$ cat config.mk
export PLATFORM = sky130hd
export DESIGN_NAME = sym_upsampler_flat
export DESIGN_NICKNAME = d
export VERILOG_FILES = /design/src/rtl/mod465_pkg.sv /design/src/rtl/sym_upsampler_if.sv /design/src/rtl/sym_fifo.sv /design/src/rtl/sym_upsampler.sv /design/src/flat_wrapper.sv
export SDC_FILE = /design/constraint.sdc
export NUM_CORES = 1
export LEC_CHECK = 0
export ABC_AREA = 0
export BUFFER_PORTS_ARGS = -buffer_cell sky130_fd_sc_hd__clkbuf_2
export CAP_MARGIN = 0
export CORE_MARGIN = 5
export CORE_UTILIZATION = 55
export CTS_BUF_LIST = sky130_fd_sc_hd__clkbuf_16
export CTS_CLUSTER_DIAMETER = 100
export DETAILED_ROUTE_END_ITERATION = 8
export PLACE_DENSITY = 0.8
export SLEW_MARGIN = 5
export SYNTH_ARGS = -nofsm -noshare
export SYNTH_HDL_FRONTEND = slang
export SYNTH_HIERARCHICAL = 1
export SYNTH_SLANG_ARGS = --single-unit
$ cat constraint.sdc
create_clock -name sys_clk -period 6.3 [get_ports sys_clk]
set_clock_uncertainty 0.1 [all_clocks]
set_input_delay 0.945 -clock sys_clk [delete_from_list [all_inputs] [get_ports sys_clk]]
set_output_delay 0.945 -clock sys_clk [all_outputs]
set_load 0.01 [all_outputs]
$ cat src/rtl/mod465_pkg.sv
// Shared constants for the 4-ASK modem: sample width, level magnitudes,
// Gray symbol codes and the upsampler state encoding.
package mod465_pkg;

  localparam int SAMPLE_W = 18;
  localparam int LVL_A    = 32768;
  localparam int LVL_3A   = 3 * LVL_A;

  localparam logic [1:0] SYM_M3 = 2'b00;
  localparam logic [1:0] SYM_M1 = 2'b01;
  localparam logic [1:0] SYM_P1 = 2'b11;
  localparam logic [1:0] SYM_P3 = 2'b10;

  typedef enum logic {
    IDLE = 1'b0,
    RUN  = 1'b1
  } state_t;

endpackage

$ cat src/rtl/sym_upsampler_if.sv
// Symbol-in / sample-out stream bundle for sym_upsampler.
// master = data source and filter side, slave = the upsampler.
interface sym_upsampler_if
  import mod465_pkg::*;
#(
  parameter int DATA_W = SAMPLE_W
);

  logic [1:0]               in_data;
  logic                     in_valid;
  logic                     in_ready;
  logic signed [DATA_W-1:0] out_sample;
  logic                     out_valid;
  logic                     out_sym_start;

  modport master (
    output in_data, in_valid,
    input  in_ready, out_sample, out_valid, out_sym_start
  );

  modport slave (
    input  in_data, in_valid,
    output in_ready, out_sample, out_valid, out_sym_start
  );

endinterface

$ cat src/rtl/sym_fifo.sv
// Single-clock FIFO with registered occupancy; synchronous active-low reset.
// Push when full and pop when empty are ignored.
module sym_fifo #(
  parameter int WIDTH = 2,
  parameter int DEPTH = 8
) (
  input  logic                       clk,
  input  logic                       rst_n,
  input  logic                       push,
  input  logic                       pop,
  input  logic [WIDTH-1:0]           wr_data,
  output logic [WIDTH-1:0]           rd_data,
  output logic [$clog2(DEPTH):0]     level,
  output logic                       full,
  output logic                       empty
);

  localparam int AW = $clog2(DEPTH);
  localparam int LW = AW + 1;

  logic [WIDTH-1:0] mem [DEPTH];
  logic [AW-1:0]    wr_ptr;
  logic [AW-1:0]    rd_ptr;
  logic [LW-1:0]    count;
  logic             do_push;
  logic             do_pop;

  assign full    = (count == LW'(DEPTH));
  assign empty   = (count == '0);
  assign do_push = push & ~full;
  assign do_pop  = pop & ~empty;
  assign rd_data = mem[rd_ptr];
  assign level   = count;

  // NOTE: storage carries no reset; only pointers and count define validity.
  always_ff @(posedge clk) begin
    if (do_push) mem[wr_ptr] <= wr_data;
  end

  // NOTE: sequential state uses <= so every register samples pre-edge values.
  always_ff @(posedge clk) begin
    if (!rst_n) begin
      wr_ptr <= '0;
      rd_ptr <= '0;
      count  <= '0;
    end else begin
      if (do_push) wr_ptr <= wr_ptr + AW'(1);
      if (do_pop)  rd_ptr <= rd_ptr + AW'(1);
      unique case ({do_push, do_pop})
        2'b10:   count <= count + LW'(1);
        2'b01:   count <= count - LW'(1);
        default: count <= count;
      endcase
    end
  end

endmodule

$ cat src/rtl/sym_upsampler.sv
// 4-ASK Gray mapper with 4x zero-stuffing behind a symbol FIFO.
// Define SYM_UPSAMPLER_HOLD_EN for sample-and-hold instead of zero-stuffing.
module sym_upsampler
  import mod465_pkg::*;
#(
  parameter int DATA_W     = SAMPLE_W,
  parameter int FIFO_DEPTH = 8,
  parameter int PRIME_LVL  = 2,
  parameter int LEVEL_A    = LVL_A
) (
  input  logic                        sys_clk,
  input  logic                        reset_n,
  input  logic                        sam_clk_ena,
  input  logic                        sym_clk_ena,
  sym_upsampler_if.slave              bus,
  output logic [$clog2(FIFO_DEPTH):0] fifo_level,
  output logic                        running,
  output logic                        underflow
);

  localparam int LVL_W = $clog2(FIFO_DEPTH) + 1;

  localparam logic signed [DATA_W-1:0] S_P1 = DATA_W'(LEVEL_A);
  localparam logic signed [DATA_W-1:0] S_P3 = DATA_W'(3 * LEVEL_A);
  localparam logic signed [DATA_W-1:0] S_M1 = -S_P1;
  localparam logic signed [DATA_W-1:0] S_M3 = -S_P3;

  function automatic logic signed [DATA_W-1:0] gray_level(input logic [1:0] s);
    unique case (s)
      SYM_M3:  return S_M3;
      SYM_M1:  return S_M1;
      SYM_P1:  return S_P1;
      default: return S_P3;
    endcase
  endfunction

  state_t                   state_q, state_d;
  logic signed [DATA_W-1:0] sample_q, sample_d;
  logic                     valid_q;
  logic                     sym_start_q, sym_start_d;
  logic                     underflow_q, uf_set;
  logic                     push, pop, fifo_full, fifo_empty;
  logic [1:0]               head;
  logic                     sym_ev, primed;

  // in_ready follows the registered level, so a same-cycle pop cannot raise it.
  assign bus.in_ready = ~fifo_full;
  assign push         = bus.in_valid & ~fifo_full;

  sym_fifo #(
    .WIDTH (2),
    .DEPTH (FIFO_DEPTH)
  ) u_fifo (
    .clk     (sys_clk),
    .rst_n   (reset_n),
    .push    (push),
    .pop     (pop),
    .wr_data (bus.in_data),
    .rd_data (head),
    .level   (fifo_level),
    .full    (fifo_full),
    .empty   (fifo_empty)
  );

  assign sym_ev = sym_clk_ena & sam_clk_ena;
  assign primed = (fifo_level >= LVL_W'(PRIME_LVL));

  // NOTE: every output of this block is defaulted first so no latch is inferred.
  always_comb begin
    state_d     = state_q;
    sample_d    = sample_q;
    sym_start_d = 1'b0;
    uf_set      = 1'b0;
    pop         = 1'b0;
    if (sam_clk_ena) begin
`ifdef SYM_UPSAMPLER_HOLD_EN
      sample_d = (state_q == RUN) ? sample_q : '0;
`else
      sample_d = '0;
`endif
      if (sym_ev) begin
        unique case (state_q)
          IDLE: begin
            if (primed) begin
              state_d     = RUN;
              pop         = 1'b1;
              sample_d    = gray_level(head);
              sym_start_d = 1'b1;
            end
          end
          RUN: begin
            if (!fifo_empty) begin
              pop         = 1'b1;
              sample_d    = gray_level(head);
              sym_start_d = 1'b1;
            end else begin
              state_d  = IDLE;
              sample_d = '0;
              uf_set   = 1'b1;
            end
          end
        endcase
      end
    end
  end

  always_ff @(posedge sys_clk) begin
    if (!reset_n) begin
      state_q     <= IDLE;
      sample_q    <= '0;
      valid_q     <= 1'b0;
      sym_start_q <= 1'b0;
      underflow_q <= 1'b0;
    end else begin
      state_q     <= state_d;
      sample_q    <= sample_d;
      valid_q     <= sam_clk_ena;
      sym_start_q <= sym_start_d;
      if (uf_set) underflow_q <= 1'b1;
    end
  end

  assign bus.out_sample    = sample_q;
  assign bus.out_valid     = valid_q;
  assign bus.out_sym_start = sym_start_q;
  assign running           = (state_q == RUN);
  assign underflow         = underflow_q;

endmodule

$ cat src/flat_wrapper.sv
// flat-port wrapper written by rule: the top's interface ports become plain ports
module sym_upsampler_flat import mod465_pkg::*;
#(
  parameter int DATA_W     = SAMPLE_W,
  parameter int FIFO_DEPTH = 8,
  parameter int PRIME_LVL  = 2,
  parameter int LEVEL_A    = LVL_A
)
  (sys_clk, reset_n, sam_clk_ena, sym_clk_ena, fifo_level, running, underflow, bus_in_data, bus_in_valid, bus_in_ready, bus_out_sample, bus_out_valid, bus_out_sym_start);
  sym_upsampler_if #(.DATA_W(DATA_W)) bus_i ();
  input  logic sys_clk;
  input  logic reset_n;
  input  logic sam_clk_ena;
  input  logic sym_clk_ena;
  output logic [$clog2(FIFO_DEPTH):0] fifo_level;
  output logic running;
  output logic underflow;
  input wire logic [$bits(bus_i.in_data)-1:0] bus_in_data;
  input wire logic [$bits(bus_i.in_valid)-1:0] bus_in_valid;
  output wire logic [$bits(bus_i.in_ready)-1:0] bus_in_ready;
  output wire logic [$bits(bus_i.out_sample)-1:0] bus_out_sample;
  output wire logic [$bits(bus_i.out_valid)-1:0] bus_out_valid;
  output wire logic [$bits(bus_i.out_sym_start)-1:0] bus_out_sym_start;
  assign bus_i.in_data = bus_in_data;
  assign bus_i.in_valid = bus_in_valid;
  assign bus_in_ready = bus_i.in_ready;
  assign bus_out_sample = bus_i.out_sample;
  assign bus_out_valid = bus_i.out_valid;
  assign bus_out_sym_start = bus_i.out_sym_start;
  sym_upsampler #(.DATA_W(DATA_W), .FIFO_DEPTH(FIFO_DEPTH), .PRIME_LVL(PRIME_LVL), .LEVEL_A(LEVEL_A)) u_core (.sys_clk(sys_clk), .reset_n(reset_n), .sam_clk_ena(sam_clk_ena), .sym_clk_ena(sym_clk_ena), .bus(bus_i), .fifo_level(fifo_level), .running(running), .underflow(underflow));
endmodule
### After elaboration in Yosys (flattened, before gate mapping)

Memories as Yosys holds them, arrays and structs flattened. A register that Yosys moved wholly into a read port is not among the register bits.
Cells that the tools add are included.

* register bits after elaboration: 32
* latch bits: 0
* RAM bits: 16
* ROM bits: 0
* input port bits: 7
* output and inout port bits: 27
* memories kept: 1

Memories
* u_core.u_fifo.mem: words 8, width 2, rd ports 1, clocked after memory_dff 1, write ports 1, line sym_fifo.sv:21 `logic [WIDTH-1:0] mem [DEPTH];`

* add/subtract/negate cells: 4
* multipliers: 0
* divide/modulo/power cells: 0
* $lt $le $gt $ge: 1
* eq/ne operators: 5
* shift operators: 0
* multiplexer cells: 19
* bitwise logic cells: 7
* reduce and logical (&&, ||, !) cells: 4

Operators with widths (count)
* 18-bit two-way mux: 3
* 18-bit case mux with 3 select lines: 1
* 18-bit case mux with 2 select lines: 1
* 1-bit two-way mux: 10
* 4-bit case mux with 2 select lines: 1
* 3-bit by 1-bit adder with 3-bit output (second input constant): 2
* 3-bit two-way mux: 2
* 4-bit by 1-bit adder with 4-bit output (second input constant): 1
* 1-bit bitwise AND: 4
* 2-bit by 1-bit == test with 1-bit output (second input constant): 2
* 2-bit == test (second input constant): 2
* 4-bit == test (second input constant): 1
* 4-bit by 2-bit greater-or-equal comparator with 1-bit output (second input constant): 1
* 4-bit logical NOT: 1
* 4-bit by 1-bit subtractor with 4-bit output (second input constant): 1
* 1-bit inverter: 3
* 2-bit logical NOT: 1
* 1-bit case mux with 2 select lines: 1
* 2-bit AND reduction: 1
* 2-bit nonzero test: 1

### Logic depth before layout (Yosys ltp)

Gate-level depths: netlist of the first run.

* word-level depth: 8
* gate-level depth with buffers: 12
* gate-level depth less buffers: 11

### Cells and area by module

The synthesis of the first run kept the hierarchy.

By module, submodules not included
* sym_fifo: instances 1, cells an instance 95, area an instance 1281.2 µm², sequential area each 740.7 µm²
* sym_upsampler: instances 1, cells an instance 50, area an instance 457.9 µm², sequential area each 140.1 µm²

### Least setup slack after synthesis of the first run

OpenSTA, ideal clock, no wires.

* path kind: input to register
* start point: input sym_clk_ena
* end point: register u_core.u_fifo.count[2] (netlist: u_core/u_fifo/level[2])
* setup time: 0.070 ns
* arrival: 2.711 ns
* path slack: 3.419 ns
* cell stages on the path: 10
* path through: nand2_1 > a211oi_2 > o41a_1 > ha_1 > xor2_1 > ha_1 > a21oi_1 > xor2_1 > or3_1 > a21boi_1

* longest elaborated chain between the ends: 6
* elaborated cells between the ends (all ways): 8
* those cells by class: eq/ne (2); mux (3); bitwise (2); reduce/logical (1)

RTL lines
* start, declared: line flat_wrapper.sv:14 `input logic sym_clk_ena;`
* 1-bit bitwise AND *: line sym_upsampler.sv:65 `assign sym_ev = sym_clk_ena & sam_clk_ena;`
* 1-bit two-way mux *: line sym_upsampler.sv:81 `if (sym_ev) begin`
* 1-bit two-way mux *: line sym_upsampler.sv:75 `if (sam_clk_ena) begin`
* named net u_core.pop: line sym_upsampler.sv:42 `logic push, pop, fifo_full, fifo_empty;`
* 1-bit bitwise AND *: line sym_fifo.sv:31 `assign do_pop = pop & ~empty;`
* named net u_core.u_fifo.do_pop: line sym_fifo.sv:26 `logic do_pop;`
* 2-bit by 1-bit == test with 1-bit output / 2-bit == test (equally long branches): line sym_fifo.sv:49 `unique case ({do_push, do_pop})`
* 4-bit case mux with 2 select lines / 2-bit nonzero test (equally long branches)
* end signal, assigned: line sym_fifo.sv:50 `2'b10: count <= count + LW'(1);`
* end signal, assigned: line sym_fifo.sv:51 `2'b01: count <= count - LW'(1);`
* end signal, assigned: line sym_fifo.sv:52 `default: count <= count;`
* end, declared: line sym_fifo.sv:24 `logic [LW-1:0] count;`

Mark *: on every way through the listed nets, which the timed path passes. The rest lies on a longest branch.
A chain may end at the register's enable or synchronous reset.

### Worst setup path in the final report of the first run

* start point: register u_core.u_fifo.count[2] (netlist: u_core/u_fifo/level[2])
* end point: register u_core.u_fifo.count[2] (netlist: u_core/u_fifo/level[2])

* longest elaborated chain between the ends: 8
* elaborated cells between the ends (all ways): 19
* those cells by class: add/sub (2); order compare (1); eq/ne (3); mux (6); bitwise (5); reduce/logical (2)

RTL lines
* 4-bit logical NOT *: line sym_fifo.sv:29 `assign empty = (count == '0);`
* named net u_core.fifo_empty: line sym_upsampler.sv:42
* 1-bit two-way mux *: line sym_upsampler.sv:92 `if (!fifo_empty) begin`
* 1-bit case mux with 2 select lines *: line sym_upsampler.sv:82 `unique case (state_q)`
* 1-bit two-way mux *: line sym_upsampler.sv:81
* 1-bit two-way mux *: line sym_upsampler.sv:75
* named net u_core.pop: line sym_upsampler.sv:42
* 1-bit bitwise AND *: line sym_fifo.sv:31
* named net u_core.u_fifo.do_pop: line sym_fifo.sv:26
* 2-bit by 1-bit == test with 1-bit output / 2-bit == test (equally long branches): line sym_fifo.sv:49
* 4-bit case mux with 2 select lines / 2-bit nonzero test (equally long branches)

Marks and branches as above.

==> results of run 1 <==
[registers in the layout, indices dropped and copies added (netlist names), named ones only]
| register | count |
|---|---|
| u_core/bus.out_sample | 3 |
| u_core/bus.out_sym_start | 1 |
| u_core/bus.out_valid | 1 |
| u_core/running | 1 |
| u_core/u_fifo/level | 4 |
| u_core/u_fifo/mem | 16 |
| u_core/u_fifo/rd_ptr | 3 |
| u_core/u_fifo/wr_ptr | 3 |
| u_core/underflow | 1 |
[path summary, 6_finish.rpt]
check / endpoint / slack [ns] / cells past startpoint
setup / recovery: u_core/u_fifo/level[2]$_SDFFE_PN0P_ / 3.27 / 10
hold / removal: u_core/bus.out_sample[17]$_SDFFE_PN0P_ / 0.40 / 2
setup reg to reg: u_core/u_fifo/level[2]$_SDFFE_PN0P_ / 3.27 / 10
hold reg to reg: u_core/bus.out_sample[17]$_SDFFE_PN0P_ / 0.40 / 2
[power by group through the flow]
stage | Sequential (mW) | Clock (mW) | Combinational [mW]
floorplan | 0.263 | 0 | 0.0412
CTS | 0.260 | 0.233 | 0.0469
finish | 0.260 | 0.228 | 0.0468
global route | 0.261 | 0.246 | 0.0524
detailed placement | 0.265 | 0 | 0.0462
global placement | 0.264 | 0 | 0.0443
[final cells by class]
| cell class | count | area (µm²) |
|---|---|---|
| tap | 44 | 55.1 |
| clock buffer | 5 | 125 |
| timing repair buffer | 18 | 90.1 |
| multi-input combinational | 101 | 764 |
| clock inverter | 3 | 13.8 |
| inverter | 4 | 15.0 |
| fill | 251 | 1110 |
| sequential | 36 | 881 |
[routing by layer]
metal	vias up	global-route usage
met5	-	0
met4	0	0.0609
met3	6	0.0561
met2	29	0.268
met1	514	0.163
li1	528	-
[worst register-to-register path, delay by kind of cell (launching register included)]
kind            cells  cell delay (ns)
xor+xnor            2             0.27
fa+ha+maj           2             0.48
simple gates        2             0.96
flops               1             0.40
compound gates      4             0.76
[Yosys cell counts, types with 2 or more instances]
library cell / n
mux2_2: 2
dfxtp_1: 20
ha_1: 8
o21a_1: 2
nand2_1: 6
nand2b_1: 4
a21boi_1: 3
xor2_1: 3
nand3b_1: 2
nor2_1: 7
nor2b_1: 5
a21oi_1: 2
o21ai_0: 2
and2_1: 7
nor3_1: 2
nor4bb_1: 2
xnor2_1: 3
buf_4: 15
mux2i_1: 4
edfxtp_1: 16
nand3_1: 3
mux4_2: 4
inv_1: 4
clkbuf_1: 2
[stage by stage]
step	setup slack, ns	hold WS [ns]
finish	3.27	0.403
global route	3.05	0.436
CTS	3.26	0.408
detailed placement	3.07	0.399
global placement	3.15	0.371
floorplan	3.42	0.361
[cell families (layout without fill, tap and decap cells)]
group | after synthesis | in the layout
other | 1 | 15
and+or+nand+nor | 47 | 47
DFF | 36 | 36
buffers and inverters | 22 | 30
AOI/OAI and AO/OA | 15 | 15
muxes | 10 | 10
adders and majority gates | 8 | 8
xor gates and xnor gates | 6 | 6
==> results.py, run 1 <==
metrics = {
    "synth": {
        "netlist.area_leader.share": 0.276,
        "synth_ff_type": "dfxtp_1",
        "synth_top_cell_by_area": "edfxtp_1",
        "synth_seq_cells": 36,
        "async_reset_ff_frac": 0,
        "yosys.area_share.xor_xnor": 0.0302,
        "yosysSeqAreaShare": 0.506,
        "synth_mux_area_frac": 0.0878,
        "yosysWarnings": 6,
        "synth_top_family_by_area": "simple AND/OR/NAND/NOR gates",
        "syn_avg_cell_area_um2": 12.0,
        "yosys.area_share.simple": 0.165,
        "synth.area.top_cells": "edfxtp_1 28%, dfxtp_1 23%, buf_4 6.5%",
        "yosys.cell_types.count": 41,
        "synth_fa_ha_area_frac": 0.0576,
        "synth_compound_area_frac": 0.0669,
        "synth_edf_count": 16,
        "synthCells": 145,
        "syn_area_um2": 1740,
    },
    "worst_setup_path": {
        "crit_path_start": "u_core/u_fifo/level[2]$_SDFFE_PN0P_",
        "crit_arrival_ns": 3.14,
        "path_cells": "nor4_1 -> a211oi_2 -> o41a_1 -> ha_1 -> xor2_1 -> ha_1 -> a21oi_1 -> xor2_1 -> or3_1 -> a21boi_1",
        "r2r-start": "u_core/u_fifo/level[2]$_SDFFE_PN0P_",
        "cp_num_buf_inv": 0,
        "slowest_delay_ns": 0.65,
        "crit_required_ns": 6.41,
        "crit_path_end_kind": "flip-flop",
        "worst_path_max_delay_cell": "nor4_1",
        "start_kind": "flip-flop",
        "crit_path_max_fanout": 9,
        "criticalPathCategory": "flip-flop to flip-flop",
        "cp_top_family": "simple AND/OR/NAND/NOR gates",
    },
    "clock_tree": {
        "h-tree-depth": 2,
        "cts_sinks": 36,
        "clkLatencyLatePin_ns": 0.28,
        "postCtsHoldBufs": 0,
        "clk_pin_slew_worst_paths_ns": 0.05,
        "cts-root-buf": "clkbuf_16",
        "cts_setup_buffers": 0,
        "cts_buffers": 5,
        "clk_path_buf_depth": 2,
        "cts_tree": "built",
        "cts_resized": 0,
    },
    "sta": {
        "relSlewSlack": 0.548,
        "setup_viol": 0,
        "final-max-slew-violation-count": 0,
        "worst_pin_slew_ns": 0.671,
        "setup_tns_ns": 0,
        "hold_violations": 0,
        "grt_setup_unrepaired": "no",
        "max_freq_mhz": 330,
        "period_minus_slack_ns": 3.03,
        "period_share": 0.481,
    },
    "place": {
        "place_inst": 203,
        "portBuffers": 18,
        "dp_hpwl_mm": 2.15,
        "place_congestion": 0.786,
        "place_area_um2": 1810,
    },
    "routing": {
        "vias_per_cell": 5.10,
        "top_layer_used": "met4",
        "postRouteWirelength_mm": 2.98,
        "antenna_left": 0,
        "wl_met3_um": 176,
        "wl_met1_mm": 1.21,
        "route.met2.wl_mm": 1.54,
        "first_pass_iters": 4,
        "drt_iter0_drc": 46,
        "drcViolationCount": 0,
        "via_count": 1077,
        "wl_per_cell_um": 14.1,
    },
    "power_and_ir_drop": {
        "combPwrFrac": 0.087,
        "clock_power_share": 0.427,
        "leakage_nw": 0.781,
        "p_switching_mw": 0.121,
        "p_int_mw": 0.414,
        "p_per_area_nw_per_um2": 275,
        "ir_drop_uv": 131,
        "power_mw": 0.535,
        "switching_share": 0.226,
        "pwr-share-seq": 0.486,
    },
    "finish": {
        "instances_no_fill": 211,
        "syn_to_final_growth_pct": 11.8,
        "layout.nets": 181,
        "antenna_cells": 0,
        "most-common-layout-cells": "20 x dfxtp_1, 18 x clkbuf_2, 16 x edfxtp_1, 15 x conb_1, 8 x ha_1",
        "final_layout_size_suffix_gt1_frac": 0.228,
        "final_core_util": 0.637,
        "layout_commonest_cell": "dfxtp_1",
        "stdcell_area_um2": 1940,
    },
    "global_route": {
        "grt_overflow": 0,
        "grt_usage": 0.152,
        "grt_pass1_wl_mm": 4.88,
        "antenna_found_initial": 0,
        "first_global_vias": 1062,
        "grt_max_degree": 22,
    },
    "die": {
        "die-area_um2": 4390,
        "die-width_um": 66.2,
        "start_util": 0.570,
        "num_io_pins": 34,
        "die_y_um": 66.2,
        "num_rows": 20,
        "core_area_um2": 3050,
    },
    "worst_hold_path": {
        "hp-class": "flip-flop to flip-flop",
        "min-delay-start": "u_core/bus.out_sample[17]$_SDFFE_PN0P_",
    },
    "job": {
        "cap_viol_max_count": 0,
    },
    "outcome": {
        "status": "finished, final reports clean",
    },
}
Power figures use the tool's default switching activity.
==> run 2, diff against run 1 <==
--- a/config.mk
+++ b/config.mk
@@ -9,11 +9,11 @@
 export BUFFER_PORTS_ARGS = -buffer_cell sky130_fd_sc_hd__clkbuf_2
 export CAP_MARGIN = 0
 export CORE_MARGIN = 5
-export CORE_UTILIZATION = 55
+export CORE_UTILIZATION = 49
 export CTS_BUF_LIST = sky130_fd_sc_hd__clkbuf_16
 export CTS_CLUSTER_DIAMETER = 100
 export DETAILED_ROUTE_END_ITERATION = 8
-export PLACE_DENSITY = 0.8
+export PLACE_DENSITY = 0.75
 export SLEW_MARGIN = 5
 export SYNTH_ARGS = -nofsm -noshare
 export SYNTH_HDL_FRONTEND = slang
==> constraint.sdc (replaced) <==
create_clock -name sys_clk -period 2.5 [get_ports sys_clk]
set_clock_uncertainty 0.1 [all_clocks]
set_input_delay 0.375 -clock sys_clk [delete_from_list [all_inputs] [get_ports sys_clk]]
set_output_delay 0.375 -clock sys_clk [all_outputs]
set_load 0.01 [all_outputs]
==> run 2 against run 1 <==
Clock power grew to 2.8 times the previous value. Core utilization is 0.98 points higher. Final area is 13% higher. Non-clock buffer count is 15 higher. Sequential share of layout area is 4.6 points lower. Largest power group unchanged.
==> results.py, run 2 (synthesis results as in run 1) <==
metrics = {
    "sta": {
        "holdWs_ns": 0.282,
        "period_share": 0.998,
        "final-max-slew-violation-count": 0,
        "layout_setup_ws_ns": 0.00552,
        "period_minus_slack_ns": 2.49,
        "grt_setup_unrepaired": "yes",
        "setup_tns_ns": 0,
        "hold_violations": 0,
        "setup_viol": 0,
        "max_freq_mhz": 401,
    },
    "global_route": {
        "grt_max_degree": 22,
        "grt_usage": 0.140,
        "grt_overflow": 0,
        "grt_pass1_wl_mm": 5.35,
        "first_global_vias": 1125,
        "antenna_found_initial": 0,
    },
    "die": {
        "die-width_um": 69.6,
        "die-area_um2": 4840,
        "start_util": 0.513,
        "core_area_um2": 3390,
        "num_rows": 21,
        "num_io_pins": 34,
        "die_y_um": 69.6,
    },
    "outcome": {
        "status": "finished, final reports clean",
    },
    "routing": {
        "via_count": 1150,
        "vias_per_cell": 5.04,
        "first_pass_iters": 4,
        "antenna_left": 0,
        "drcViolationCount": 0,
        "postRouteWirelength_mm": 3.54,
        "drt_iter0_drc": 54,
        "wl_per_cell_um": 15.5,
        "wl_met1_mm": 1.40,
        "top_layer_used": "met4",
        "wl_met3_um": 69,
        "route.met2.wl_mm": 1.97,
    },
    "worst_setup_path": {
        "r2r_slack_ns": 0.006,
        "slowest_delay_ns": 0.36,
        "crit_path_max_fanout": 4,
        "path_cells": "buf_6 -> nor4_4 -> a211oi_2 -> o41a_1 -> ha_4 -> xor2_2 -> ha_2 -> a21oi_2 -> xor2_1 -> or3_1 -> a21boi_1",
        "crit_cells": 11,
        "reg2reg_depth": 11,
        "crit_required_ns": 2.60,
        "start_kind": "flip-flop",
        "cp_num_buf_inv": 1,
        "r2r_end": "u_core/u_fifo/level[2]$_SDFFE_PN0P_",
        "r2r-start": "u_core/u_fifo/level[1]$_SDFFE_PN0P_",
        "cp_top_family": "simple AND/OR/NAND/NOR gates",
        "crit_path_end_kind": "flip-flop",
        "crit_arrival_ns": 2.59,
        "worst_path_max_delay_cell": "dfxtp_4",
        "criticalPathCategory": "flip-flop to flip-flop",
    },
    "power_and_ir_drop": {
        "power_mw": 1.46,
        "p_per_area_nw_per_um2": 666,
        "ir_drop_uv": 385,
        "leakage_nw": 0.886,
    },
    "worst_hold_path": {
        "hp-class": "primary input to flip-flop",
        "min-delay-start": "sym_clk_ena",
        "min_path_cells": 3,
        "worstHoldEndpoint": "u_core/bus.out_sample[17]$_SDFFE_PN0P_",
    },
    "finish": {
        "layout_commonest_cell": "clkbuf_2",
        "syn_to_final_growth_pct": 26.0,
        "final_layout_size_suffix_gt1_frac": 0.363,
        "layout.nets": 196,
        "most-common-layout-cells": "18 x clkbuf_2, 17 x dfxtp_1, 16 x edfxtp_1, 15 x conb_1, 12 x buf_4",
        "top_register": "u_core/u_fifo/mem",
        "antenna_cells": 0,
        "num-fill-cells": 269,
        "largest_reg_flops": 16,
    },
    "clock_tree": {
        "cts_sinks": 36,
        "clk_pin_slew_worst_paths_ns": 0.05,
        "clkLatencyLatePin_ns": 0.27,
        "cts_buffers": 5,
        "h-tree-depth": 2,
        "clk_path_buf_depth": 2,
        "cts-root-buf": "clkbuf_16",
        "cts_tree": "built",
        "postCtsHoldBufs": 0,
    },
    "place": {
        "dp_hpwl_mm": 2.39,
        "place_congestion": 0.800,
        "pre_cts_slack_ns": -0.0407,
        "portBuffers": 18,
    },
    "job": {
        "cap_viol_max_count": 0,
    },
}
## run 2: cell count changes in the layout (fill, tap and decap cells not counted), moves of 2 or more
cell	change
buf_6	+3
nor4_4	+2
dfxtp_1	-3
ha_1	-3
ha_4	+2
nor4bb_2	+2
nor4bb_1	-2
dfxtp_4	+3
buf_4	+12
## run 2: area by class of cell
class | instances | area (µm²) | share of cell area
Clock buffer | 6 | 150 | 0.0685
Sequential cell | 36 | 892 | 0.407
Tap cell | 46 | 57.6 | 0.0263
Clock inverter | 2 | 8.76 | 0.00400
Timing Repair Buffer | 33 | 214 | 0.0976
Multi-Input combinational cell | 101 | 852 | 0.389
Inverter | 4 | 17.5 | 0.00799
## run 2: power breakdown
group / switching, mW / internal, mW / total [mW] / leakage, nW
registers: 0.0177 / 0.632 / 0.649 / 0.310
clock network: 0.213 / 0.423 / 0.636 / 0.0832
logic: 0.0907 / 0.0833 / 0.174 / 0.493
total: 0.321 / 1.14 / 1.46 / 0.886
## run 2: how the worst max path moves through the flow
stage                                                endpoint  slack [ns]                                 from
after floorplan           u_core/u_fifo/level[2]$_SDFFE_PN0P_       0.006  u_core/u_fifo/level[3]$_SDFFE_PN0P_
after detailed placement  u_core/u_fifo/level[2]$_SDFFE_PN0P_       -0.04  u_core/u_fifo/level[3]$_SDFFE_PN0P_
after global placement    u_core/u_fifo/level[2]$_SDFFE_PN0P_        0.09  u_core/u_fifo/level[3]$_SDFFE_PN0P_
after global routing      u_core/u_fifo/level[2]$_SDFFE_PN0P_       -0.12  u_core/u_fifo/level[1]$_SDFFE_PN0P_
final                     u_core/u_fifo/level[2]$_SDFFE_PN0P_       0.006  u_core/u_fifo/level[1]$_SDFFE_PN0P_
after CTS                 u_core/u_fifo/level[3]$_SDFFE_PN0P_       -0.01  u_core/u_fifo/level[2]$_SDFFE_PN0P_
## run 2: worst register-to-register path: cells and delay by family (launching register included)
| kind | cells | cell delay (ns) |
|---|---|---|
| xor gates and xnor gates | 2 | 0.33 |
| AOI/OAI and AO/OA | 4 | 0.48 |
| and+or+nand+nor | 2 | 0.62 |
| DFF | 1 | 0.36 |
| adders and majority gates | 2 | 0.41 |
| buffers and inverters | 1 | 0.13 |
## run 2: repair_timing
item                                   in CTS  in global routing
endpoints found under the hold margin       0                  0
resized for setup                           2                 19
pin swaps                                   2                 11
buffers inserted                            0                  7
setup endpoints to repair                   2                  2
## run 2: stage by stage
| stage | util | std cells | cell area [µm²] |
|---|---|---|---|
| 5_1_grt | 0.647 | 228 | 2190 |
| 6_report | 0.647 | 228 | 2190 |
| 3_5_place_dp | 0.557 | 213 | 1890 |
| 2_1_floorplan | - | 159 | 1810 |
| 3_3_place_gp | 0.557 | 213 | 1890 |
| 4_1_cts | 0.605 | 221 | 2050 |
## run 2: routing by layer
layer | global-route usage | vias up
met1 | 0.169 | 568
met2 | 0.238 | 17
li1 | - | 557
met4 | 0.0586 | 0
met5 | 0 | -
met3 | 0.0304 | 8
==> run 3, diff against run 2 <==
--- a/config.mk
+++ b/config.mk
@@ -8,13 +8,12 @@
 export ABC_AREA = 0
 export BUFFER_PORTS_ARGS = -buffer_cell sky130_fd_sc_hd__clkbuf_2
 export CAP_MARGIN = 0
-export CORE_MARGIN = 5
 export CORE_UTILIZATION = 49
 export CTS_BUF_LIST = sky130_fd_sc_hd__clkbuf_16
 export CTS_CLUSTER_DIAMETER = 100
 export DETAILED_ROUTE_END_ITERATION = 8
 export PLACE_DENSITY = 0.75
-export SLEW_MARGIN = 5
+export SLEW_MARGIN = 20
 export SYNTH_ARGS = -nofsm -noshare
 export SYNTH_HDL_FRONTEND = slang
 export SYNTH_HIERARCHICAL = 1
==> run 3 against run 2 <==
First-iteration DRC count up 11%. Setup slack better by 0.044 ns. Non-clock buffer count down 2. Flip-flop and latch count unchanged. Die area down 22%. Power down 4.3%. Final cell count down 0.88%. Clock power down 8.3%. Final area down 2.6%. Critical endpoint unchanged. Largest power group unchanged.
==> results.py, run 3 (synthesis results as in run 1) <==
metrics = {
    "worst_setup_path": {
        "worst_path_max_delay_cell": "or4b_4",
        "start_kind": "flip-flop",
        "crit_path_end_kind": "flip-flop",
        "criticalPathCategory": "flip-flop to flip-flop",
        "path_cells": "or4b_4 -> buf_6 -> nand2_4 -> ha_4 -> xor2_2 -> ha_2 -> a21oi_1 -> xor2_1 -> or3_1 -> a21boi_1",
        "crit_required_ns": 2.60,
        "crit_path_max_fanout": 6,
        "crit_arrival_ns": 2.55,
        "slowest_delay_ns": 0.57,
    },
    "place": {
        "place_congestion": 0.730,
        "dp_hpwl_mm": 2.19,
        "pre_cts_slack_ns": -0.0314,
        "place_area_um2": 1880,
        "portBuffers": 18,
    },
    "die": {
        "core_area_um2": 3360,
        "die-area_um2": 3790,
        "num_rows": 21,
        "start_util": 0.517,
        "num_io_pins": 34,
        "die_y_um": 61.6,
        "die-width_um": 61.6,
    },
    "sta": {
        "max_freq_mhz": 408,
        "hold_violations": 0,
        "period_minus_slack_ns": 2.45,
        "setup_tns_ns": 0,
        "period_share": 0.980,
        "setup_viol": 0,
        "grt_setup_unrepaired": "yes",
        "final-max-slew-violation-count": 0,
        "layout_setup_ws_ns": 0.0494,
    },
    "routing": {
        "via_count": 1146,
        "first_pass_iters": 4,
        "wl_per_cell_um": 14.2,
        "postRouteWirelength_mm": 3.20,
        "vias_per_cell": 5.07,
        "drcViolationCount": 0,
        "antenna_left": 0,
        "drt_iter0_drc": 60,
    },
    "finish": {
        "syn_to_final_growth_pct": 22.8,
        "antenna_cells": 0,
        "layout.nets": 194,
        "stdcell_area_um2": 2140,
        "top_register": "u_core/u_fifo/mem",
        "most-common-layout-cells": "19 x clkbuf_2, 16 x dfxtp_1, 16 x edfxtp_1, 15 x conb_1, 10 x buf_4",
        "largest_reg_flops": 16,
        "layout_commonest_cell": "clkbuf_2",
        "final_layout_size_suffix_gt1_frac": 0.339,
    },
    "clock_tree": {
        "cts_tree": "built",
        "cts_sinks": 36,
        "h-tree-depth": 2,
        "postCtsHoldBufs": 0,
        "cts_buffers": 5,
        "clk_pin_slew_worst_paths_ns": 0.06,
        "clk_path_buf_depth": 2,
        "cts-root-buf": "clkbuf_16",
        "clkLatencyLatePin_ns": 0.28,
    },
    "global_route": {
        "first_global_vias": 1027,
        "grt_usage": 0.175,
        "grt_overflow": 0,
        "grt_pass1_wl_mm": 4.64,
        "grt_max_degree": 22,
        "antenna_found_initial": 0,
    },
    "power_and_ir_drop": {
        "ir_drop_uv": 358,
        "leakage_nw": 0.876,
        "p_per_area_nw_per_um2": 654,
    },
    "outcome": {
        "status": "finished, final reports clean",
    },
    "job": {
        "cap_viol_max_count": 0,
    },
    "worst_hold_path": {
        "hp-class": "primary input to flip-flop",
    },
}
run 3: cell type report:
cell class | instances | area, µm²
Tap cell | 46 | 57.6
Inverter | 4 | 17.5
Fill cell | 274 | 1230
Clock inverter | 3 | 15.0
Multi-Input combinational cell | 101 | 833
Timing Repair Buffer | 31 | 194
Clock buffer | 5 | 125
Sequential cell | 36 | 893
run 3: per-layer routing:
layer / GRT usage / part of all wire
met2: 0.301 / 0.53
met4: 0.0476 / 0.0053
met5: 0 / 0
met3: 0.0693 / 0.044
met1: 0.203 / 0.42
run 3: path summary, 6_finish.rpt:
path	start	endpoint	slack, ns	cells past startpoint
setup / recovery	u_core/u_fifo/level[1]$_SDFFE_PN0P_	u_core/u_fifo/level[2]$_SDFFE_PN0P_	0.05	10
hold / removal	bus_in_data[0]	u_core/u_fifo/mem[4][0]$_DFFE_PP_	0.28	1
setup reg to reg	u_core/u_fifo/level[1]$_SDFFE_PN0P_	u_core/u_fifo/level[2]$_SDFFE_PN0P_	0.05	10
hold reg to reg	u_core/bus.out_sample[17]$_SDFFE_PN0P_	u_core/bus.out_sample[17]$_SDFFE_PN0P_	0.39	2
run 3: critical path, delay by kind of cell, from the launching register on:
family / cells / cell delay, ns
simple gates: 3 / 0.97
flops: 1 / 0.36
fa+ha+maj: 2 / 0.34
xor+xnor: 2 / 0.29
compound gates: 2 / 0.16
buf+inv: 1 / 0.15
run 3: repair_timing:
item / in CTS / in global routing
setup endpoints to repair: 2 / 2
buffers inserted: 0 / 6
gates resized for setup: 4 / 13
pin swaps: 0 / 5
run 3: metrics by stage:
step	std cells	utilization	hold slack, ns	power, mW
floorplan	159	-	0.361	0.771
global placement	212	0.560	0.365	0.793
detailed placement	212	0.560	0.384	0.800
CTS	220	0.603	0.284	1.38
global route	226	0.635	0.292	1.46
finish	226	0.635	0.280	1.40
run 3: power breakdown:
| part | internal [mW] | switching (mW) |
|---|---|---|
| registers | 0.632 | 0.0180 |
| logic | 0.0781 | 0.0857 |
| clock network | 0.361 | 0.222 |
| total | 1.07 | 0.326 |
